--- src/rtl/pipe_pkg.sv ---
// Shared definitions for the generic inter-stage pipeline register.
package pipe_pkg;

    // Default bundle and counter widths for a standard stage instance
    localparam int unsigned CTRL_W_DEF = 8;
    localparam int unsigned DATA_W_DEF = 64;
    localparam int unsigned CNT_W_DEF  = 16;

    // Canonical RISC-V NOP (addi x0, x0, 0); the IF/ID instance flushes to this
    localparam logic [31:0] NOP_INSTR = 32'h0000_0013;

    // Bit positions inside the control bundle
    localparam int unsigned CTRL_REG_WRITE  = 0;
    localparam int unsigned CTRL_MEM_READ   = 1;
    localparam int unsigned CTRL_MEM_WRITE  = 2;
    localparam int unsigned CTRL_BRANCH     = 3;
    localparam int unsigned CTRL_IS_VECTOR  = 4;
    localparam int unsigned CTRL_JUMP       = 5;
    localparam int unsigned CTRL_MEM_TO_REG = 6;
    localparam int unsigned CTRL_ALU_SRC    = 7;

    // Occupancy state; the encoding equals the number of held entries
    typedef enum logic [1:0] {
        ST_EMPTY = 2'd0,
        ST_ONE   = 2'd1,
        ST_TWO   = 2'd2
    } pipe_state_e;

    // Number of entries held in a given state
    function automatic logic [1:0] state_occupancy(input pipe_state_e st);
        logic [1:0] occ;
        case (st)
            ST_ONE:  occ = 2'd1;
            ST_TWO:  occ = 2'd2;
            default: occ = 2'd0;
        endcase
        return occ;
    endfunction

endpackage

--- src/rtl/pipe_stage_reg_sat_counter.sv ---
// Saturating up-counter with synchronous clear (clear wins over increment).
module sat_counter #(
    parameter int unsigned CNT_W = 16
) (
    input  logic             clk,
    input  logic             rst_n,
    input  logic             i_inc,
    input  logic             i_clr,
    output logic [CNT_W-1:0] o_count
);

    localparam logic [CNT_W-1:0] CNT_MAX = '1;

    logic [CNT_W-1:0] r_count;
    logic [CNT_W-1:0] w_count_nxt;

    // Next count: clear, else increment unless already saturated
    always_comb begin
        w_count_nxt = r_count;
        if (i_clr) begin
            w_count_nxt = '0;
        end else if (i_inc && (r_count != CNT_MAX)) begin
            w_count_nxt = r_count + CNT_W'(1);
        end
    end

    // Count register
    always_ff @(posedge clk or negedge rst_n) begin
        if (!rst_n) begin
            r_count <= '0;
        end else begin
            r_count <= w_count_nxt;
        end
    end

    assign o_count = r_count;

endmodule

--- src/rtl/pipe_stage_reg.sv ---
// Inter-stage pipeline register: valid/ready handshake, two-entry skid buffer,
// flush with bubble injection and a saturating stall counter.
module pipe_stage_reg
    import pipe_pkg::*;
#(
    parameter int unsigned        CTRL_W     = 8,
    parameter int unsigned        DATA_W     = 64,
    parameter logic [DATA_W-1:0]  FLUSH_DATA = '0,
    parameter int unsigned        CNT_W      = 16
) (
    input  logic              clk,
    input  logic              reset_n,
    input  logic              flush,
    input  logic              in_valid,
    output logic              in_ready,
    input  logic [CTRL_W-1:0] in_ctrl,
    input  logic [DATA_W-1:0] in_data,
    output logic              out_valid,
    input  logic              out_ready,
    output logic [CTRL_W-1:0] out_ctrl,
    output logic [DATA_W-1:0] out_data,
    output logic [1:0]        occupancy,
    output logic [CNT_W-1:0]  stall_cnt,
    input  logic              stall_clr
);

    // Held state
    pipe_state_e       r_state;
    logic [CTRL_W-1:0] r_main_ctrl;
    logic [DATA_W-1:0] r_main_data;
    logic [CTRL_W-1:0] r_skid_ctrl;
    logic [DATA_W-1:0] r_skid_data;
    logic              r_in_ready;
    logic              r_out_valid;
    logic [1:0]        r_occupancy;

    // Next-state values
    pipe_state_e       w_state_nxt;
    logic [CTRL_W-1:0] w_main_ctrl_nxt;
    logic [DATA_W-1:0] w_main_data_nxt;
    logic [CTRL_W-1:0] w_skid_ctrl_nxt;
    logic [DATA_W-1:0] w_skid_data_nxt;
    logic              w_in_ready_nxt;
    logic              w_out_valid_nxt;
    logic [1:0]        w_occupancy_nxt;

    logic              w_acc;
    logic              w_drn;
    logic              w_stall;

    // Handshakes use registered ready/valid only, so no out_ready -> in_ready path
    assign w_acc   = in_valid && r_in_ready;
    assign w_drn   = r_out_valid && out_ready;
    assign w_stall = r_out_valid && !out_ready;

    // Next-state and next-output decode; flush overrides every transition
    always_comb begin
        w_state_nxt     = r_state;
        w_main_ctrl_nxt = r_main_ctrl;
        w_main_data_nxt = r_main_data;
        w_skid_ctrl_nxt = r_skid_ctrl;
        w_skid_data_nxt = r_skid_data;

        if (flush) begin
            w_state_nxt     = ST_EMPTY;
            w_main_ctrl_nxt = '0;
            w_main_data_nxt = FLUSH_DATA;
            w_skid_ctrl_nxt = '0;
            w_skid_data_nxt = '0;
        end else begin
            case (r_state)
                ST_EMPTY: begin
                    if (w_acc) begin
                        w_state_nxt     = ST_ONE;
                        w_main_ctrl_nxt = in_ctrl;
                        w_main_data_nxt = in_data;
                    end
                end
                ST_ONE: begin
                    if (w_acc && w_drn) begin
                        w_main_ctrl_nxt = in_ctrl;
                        w_main_data_nxt = in_data;
                    end else if (w_acc) begin
                        w_state_nxt     = ST_TWO;
                        w_skid_ctrl_nxt = in_ctrl;
                        w_skid_data_nxt = in_data;
                    end else if (w_drn) begin
                        // Data lane keeps its last value; ctrl zeroed so the bubble is a NOP
                        w_state_nxt     = ST_EMPTY;
                        w_main_ctrl_nxt = '0;
                    end
                end
                ST_TWO: begin
                    if (w_drn) begin
                        w_state_nxt     = ST_ONE;
                        w_main_ctrl_nxt = r_skid_ctrl;
                        w_main_data_nxt = r_skid_data;
                        w_skid_ctrl_nxt = '0;
                        w_skid_data_nxt = '0;
                    end
                end
                default: begin
                    // Unreachable encoding: recover to a clean empty stage
                    w_state_nxt     = ST_EMPTY;
                    w_main_ctrl_nxt = '0;
                    w_skid_ctrl_nxt = '0;
                    w_skid_data_nxt = '0;
                end
            endcase
        end

        w_in_ready_nxt  = (w_state_nxt != ST_TWO);
        w_out_valid_nxt = (w_state_nxt != ST_EMPTY);
        w_occupancy_nxt = state_occupancy(w_state_nxt);
    end

    // State, payload and status registers
    always_ff @(posedge clk or negedge reset_n) begin
        if (!reset_n) begin
            r_state     <= ST_EMPTY;
            r_main_ctrl <= '0;
            r_main_data <= '0;
            r_skid_ctrl <= '0;
            r_skid_data <= '0;
            r_in_ready  <= 1'b1;
            r_out_valid <= 1'b0;
            r_occupancy <= 2'd0;
        end else begin
            r_state     <= w_state_nxt;
            r_main_ctrl <= w_main_ctrl_nxt;
            r_main_data <= w_main_data_nxt;
            r_skid_ctrl <= w_skid_ctrl_nxt;
            r_skid_data <= w_skid_data_nxt;
            r_in_ready  <= w_in_ready_nxt;
            r_out_valid <= w_out_valid_nxt;
            r_occupancy <= w_occupancy_nxt;
        end
    end

    // Back-pressure cycle counter
    sat_counter #(
        .CNT_W (CNT_W)
    ) u_stall_cnt (
        .clk     (clk),
        .rst_n   (reset_n),
        .i_inc   (w_stall),
        .i_clr   (stall_clr),
        .o_count (stall_cnt)
    );

    assign in_ready  = r_in_ready;
    assign out_valid = r_out_valid;
    assign out_ctrl  = r_main_ctrl;
    assign out_data  = r_main_data;
    assign occupancy = r_occupancy;

endmodule
--- config.mk ---
export PLATFORM = sky130hd
export DESIGN_NAME = pipe_stage_reg
export DESIGN_NICKNAME = d
export VERILOG_FILES = /design/src/rtl/pipe_pkg.sv /design/src/rtl/pipe_stage_reg_sat_counter.sv /design/src/rtl/pipe_stage_reg.sv
export SDC_FILE = /design/constraint.sdc
export NUM_CORES = 1
export LEC_CHECK = 0
export BUFFER_PORTS_ARGS = -buffer_cell sky130_fd_sc_hd__buf_4
export CAP_MARGIN = 10
export CORE_MARGIN = 3
export CORE_UTILIZATION = 55
export CTS_CLUSTER_DIAMETER = 200
export DETAILED_ROUTE_END_ITERATION = 12
export PLACE_DENSITY = 0.8
export SYNTH_ARGS = -nofsm -noshare
export SYNTH_HDL_FRONTEND = slang
export SYNTH_SLANG_ARGS = --single-unit
--- constraint.sdc ---
create_clock -name clk -period 2 [get_ports clk]
set_clock_uncertainty 0.05 [all_clocks]
set_input_delay 0.3 -clock clk [delete_from_list [all_inputs] [get_ports clk]]
set_output_delay 0.3 -clock clk [all_outputs]
set_load 0.1 [all_outputs]
==> flow_summary_export.csv <==
group,metric,value,unit
status,run_status,"completed",
place,hpwlAfterDp,12950,um
grt,grt_pass1_vias,6280,
routing,routed_wl,19390,um
grt,globalRouteOverflowTotal,0,
clocking,clock_path_buffers,2,
cells_and_area,diodes,0,
setup_path,regToRegSetupSlack,0.16,ns
place,placed_area,0.009554,mm^2
setup_path,crit_buf_inv,2,
yosys,synth_flop_cell,"dfrtp_1",
routing,vias,6174,
setup_path,start_kind,"flop",
setup_path,cp_slowest_cell,"dfrtp_1",
setup_path,rr_startpoint,"r_state[1]",
cells_and_area,drive_gt1_share,27.84,%
yosys,syn-num-nets,838,
grt,grt_max_degree,54,
yosys,synthArstFlopShare,100.0,%
yosys,synth_area_leaders,"dfrtp_1 (52%), mux2i_1 (17%), nand2_1 (6.9%), o31ai_1 (6.2%), inv_1 (3.6%)",
routing,remaining_drc_errors,0,
yosys,synth-edff-count,0,
power,power.share.clock,34.8,%
timing,fmax,542.4,MHz
timing,tns,0,ns
yosys,synth_common_cells,"dfrtp_1 (165), nand2_1 (147), mux2i_1 (139)",
grt,track_usage,24.71,%
flow_run,max_cap_violations,0,
timing,hold_viol,0,
hold_path,worst_hold_path.endpoint,"r_skid_data[41]",
cells_and_area,areaGrowthSynthToFinish,28.02,%
setup_path,cp_max_fo,50,
power,p_comb_share,27.3,%
place,port_buffers,169,
yosys,synthCells,759,
floorplan,placementRows,43,
setup_path,endpoint_kind,"flop",
yosys,yosysSeqAreaShare,52.11,%
setup_path,critPathMaxStageDelay,0.47,ns
setup_path,crit_chain,"and4b_1 -> a2111oi_4 -> buf_4 -> buf_12 -> nand2_1 -> o31ai_1",
power,p_seq_share,38.0,%
cells_and_area,layout.nets,1000,
hold_path,worstHoldStart,"in_data[41]",
power,p_total,10.01,mW
setup_path,crit_family,"flip-flops",
clocking,worst_skew_pair.late_latency,0.42,ns
yosys,synth_top_area_share,51.78,%
cells_and_area,multi_input_area,0.003272,mm^2
power,swShare,35.20,%
power,intPower,6.485,mW
grt,grt_pass1_wl,31820,um
grt,antenna_found_initial,0,
yosys,syn_area,0.007974,mm^2
routing,vias_per_cell,5.542,
cells_and_area,seq_area,0.004182,mm^2
place,place_congestion,0.8168,
hold_path,hold_class,"input port to flop",
routing,postRouteAntennaNets,0,
floorplan,start_util,56.79,%
cells_and_area,fillers,1030,
setup_path,required,2.25,ns
clocking,cts.sinks,166,
routing,dr.pass1.iters,4,
clocking,path_clk_slew,0.06,ns
timing,worst_slack,0.1563,ns
yosys,synth-seq-cells,166,
yosys,yosys_warnings,0,
setup_path,reg2reg_depth,6,
clocking,cts_inserted_buffers,17,
timing,min_period,1.844,ns
yosys,synth_top_area_cell,"dfrtp_1",
yosys,syn_avg_cell_area,10.51,um^2
cells_and_area,stdcell_area,0.01021,mm^2
floorplan,die_h,126.4,um
timing,worstMarginPinSlew,0.5697,ns
timing,setup_viol,0,
timing,slew_headroom,62.02,%
clocking,cts_tree,"done",
floorplan,coreArea,0.01404,mm^2
setup_path,worst-setup-path-type,"flop to flop",
clocking,cts_root_buffer,"clkbuf_16",
yosys,synth.distinct_cells,43,
hold_path,whs_path_depth,3,
clocking,h-tree-depth,4,
yosys,synth_most_common_cell,"dfrtp_1",
routing,drt_iter0_drc,468,
place,place_ws,0.01770,ns
floorplan,dieArea,0.01598,mm^2
timing,rsz0062_at_grt,"false",
power,p_sw,3.522,mW
setup_path,r2r-end,"out_data[46]",
setup_path,worstPathArrival,2.10,ns
timing,finalCritPeriodShare,92.18,%
power,max-vdd-ir-drop,0.0006641,V
floorplan,die_width,126.4,um
power,power_density,980.3,mW/mm^2
timing,final_max_slew_viol_count,0,
power,leakage,4.712,nW
cells_and_area,final_util,72.70,%
floorplan,io_pins,170,
routing,routedWlPerCell,17.40,um
through the flow:
stage	hold slack [ns]	instances
floorplan	-0.04559	759
global placement	0.1909	1080
detailed placement	0.1924	1080
CTS	0.06319	1113
global route	0.07572	1114
finish	0.07835	1114
layout by cell type (no fill, tap or decap), types with 5 or more instances in the layout:
cell type / n
buf_4: 178
nor2b_1: 7
a21oi_1: 11
o31ai_1: 66
mux2_2: 6
nand4_1: 5
dfrtp_1: 148
a22oi_1: 8
o2bb2ai_1: 8
mux2i_1: 139
clkbuf_16: 17
buf_12: 12
dfrtp_2: 15
nand2_1: 147
o21ai_0: 6
inv_1: 77
nor2_1: 13
flip-flops by register name, summed over array words and instances (netlist names):
register	cells
u_stall_cnt.o_count	16
out_valid	1
out_data	64
out_ctrl	8
r_skid_ctrl	8
occupancy	2
in_ready	1
r_skid_data	64
r_state	2
timing repair:
action | in CTS | in global routing
endpoints found under the setup margin | 0 | 63
buffers inserted | 0 | 1
endpoints found under the hold margin | 36 | 0
resized for setup | 0 | 2
hold buffers | 1 | 0
worst min-delay path: stages:
cell     delay, ns
buf_4         0.11
nand2_1       0.05
mux2i_1       0.05
worst max path at each step:
| stage | start | depth (start not counted) | end | slack, ns |
|---|---|---|---|---|
| 2_1_floorplan | u_stall_cnt.o_count[4] | 4 | u_stall_cnt.o_count[11] | 0.02 |
| 3_3_place_gp | r_state[1] | 5 | out_data[14] | 0.09 |
| 3_5_place_dp | r_state[1] | 5 | out_data[3] | 0.02 |
| 4_1_cts | r_state[1] | 5 | out_data[10] | 0.01 |
| 5_1_grt | r_state[1] | 6 | out_data[46] | 0.03 |
| 6_report | r_state[1] | 6 | out_data[46] | 0.16 |
final cells by class:
cell class / count / area share [%]
clock buffer: 19 / 4.437
clock inverter: 13 / 1.753
inverter: 77 / 2.831
multi-input combinational: 466 / 32.05
sequential: 166 / 40.96
tap: 180 / 2.206
timing repair buffer: 193 / 15.76
per-layer routing:
layer	up-vias	global-route usage [%]	share of wire [%]
li1	2923	-	-
met1	3054	33.65	44
met2	172	39.35	48
met3	25	5.432	5.6
met4	0	8.896	1.9
met5	-	0	0
power groups by stage:
stage / sequential [mW] / clock, mW / combinational [mW]
5_1_grt: 3.83 / 3.67 / 2.86
3_5_place_dp: 3.85 / 0 / 2.73
3_3_place_gp: 3.84 / 0 / 2.69
4_1_cts: 3.80 / 3.52 / 2.74
2_1_floorplan: 5.09 / 0 / 0.710
6_report: 3.80 / 3.48 / 2.73
cell families after synthesis:
kind of cell / share of synthesized area (%)
muxes: 18.30
AOI/OAI and AO/OA: 10.62
buffers and inverters: 7.202
and+or+nand+nor: 11.61
DFF: 52.11
adders and majority gates: 0.1569
Power figures use the tool's default switching activity.
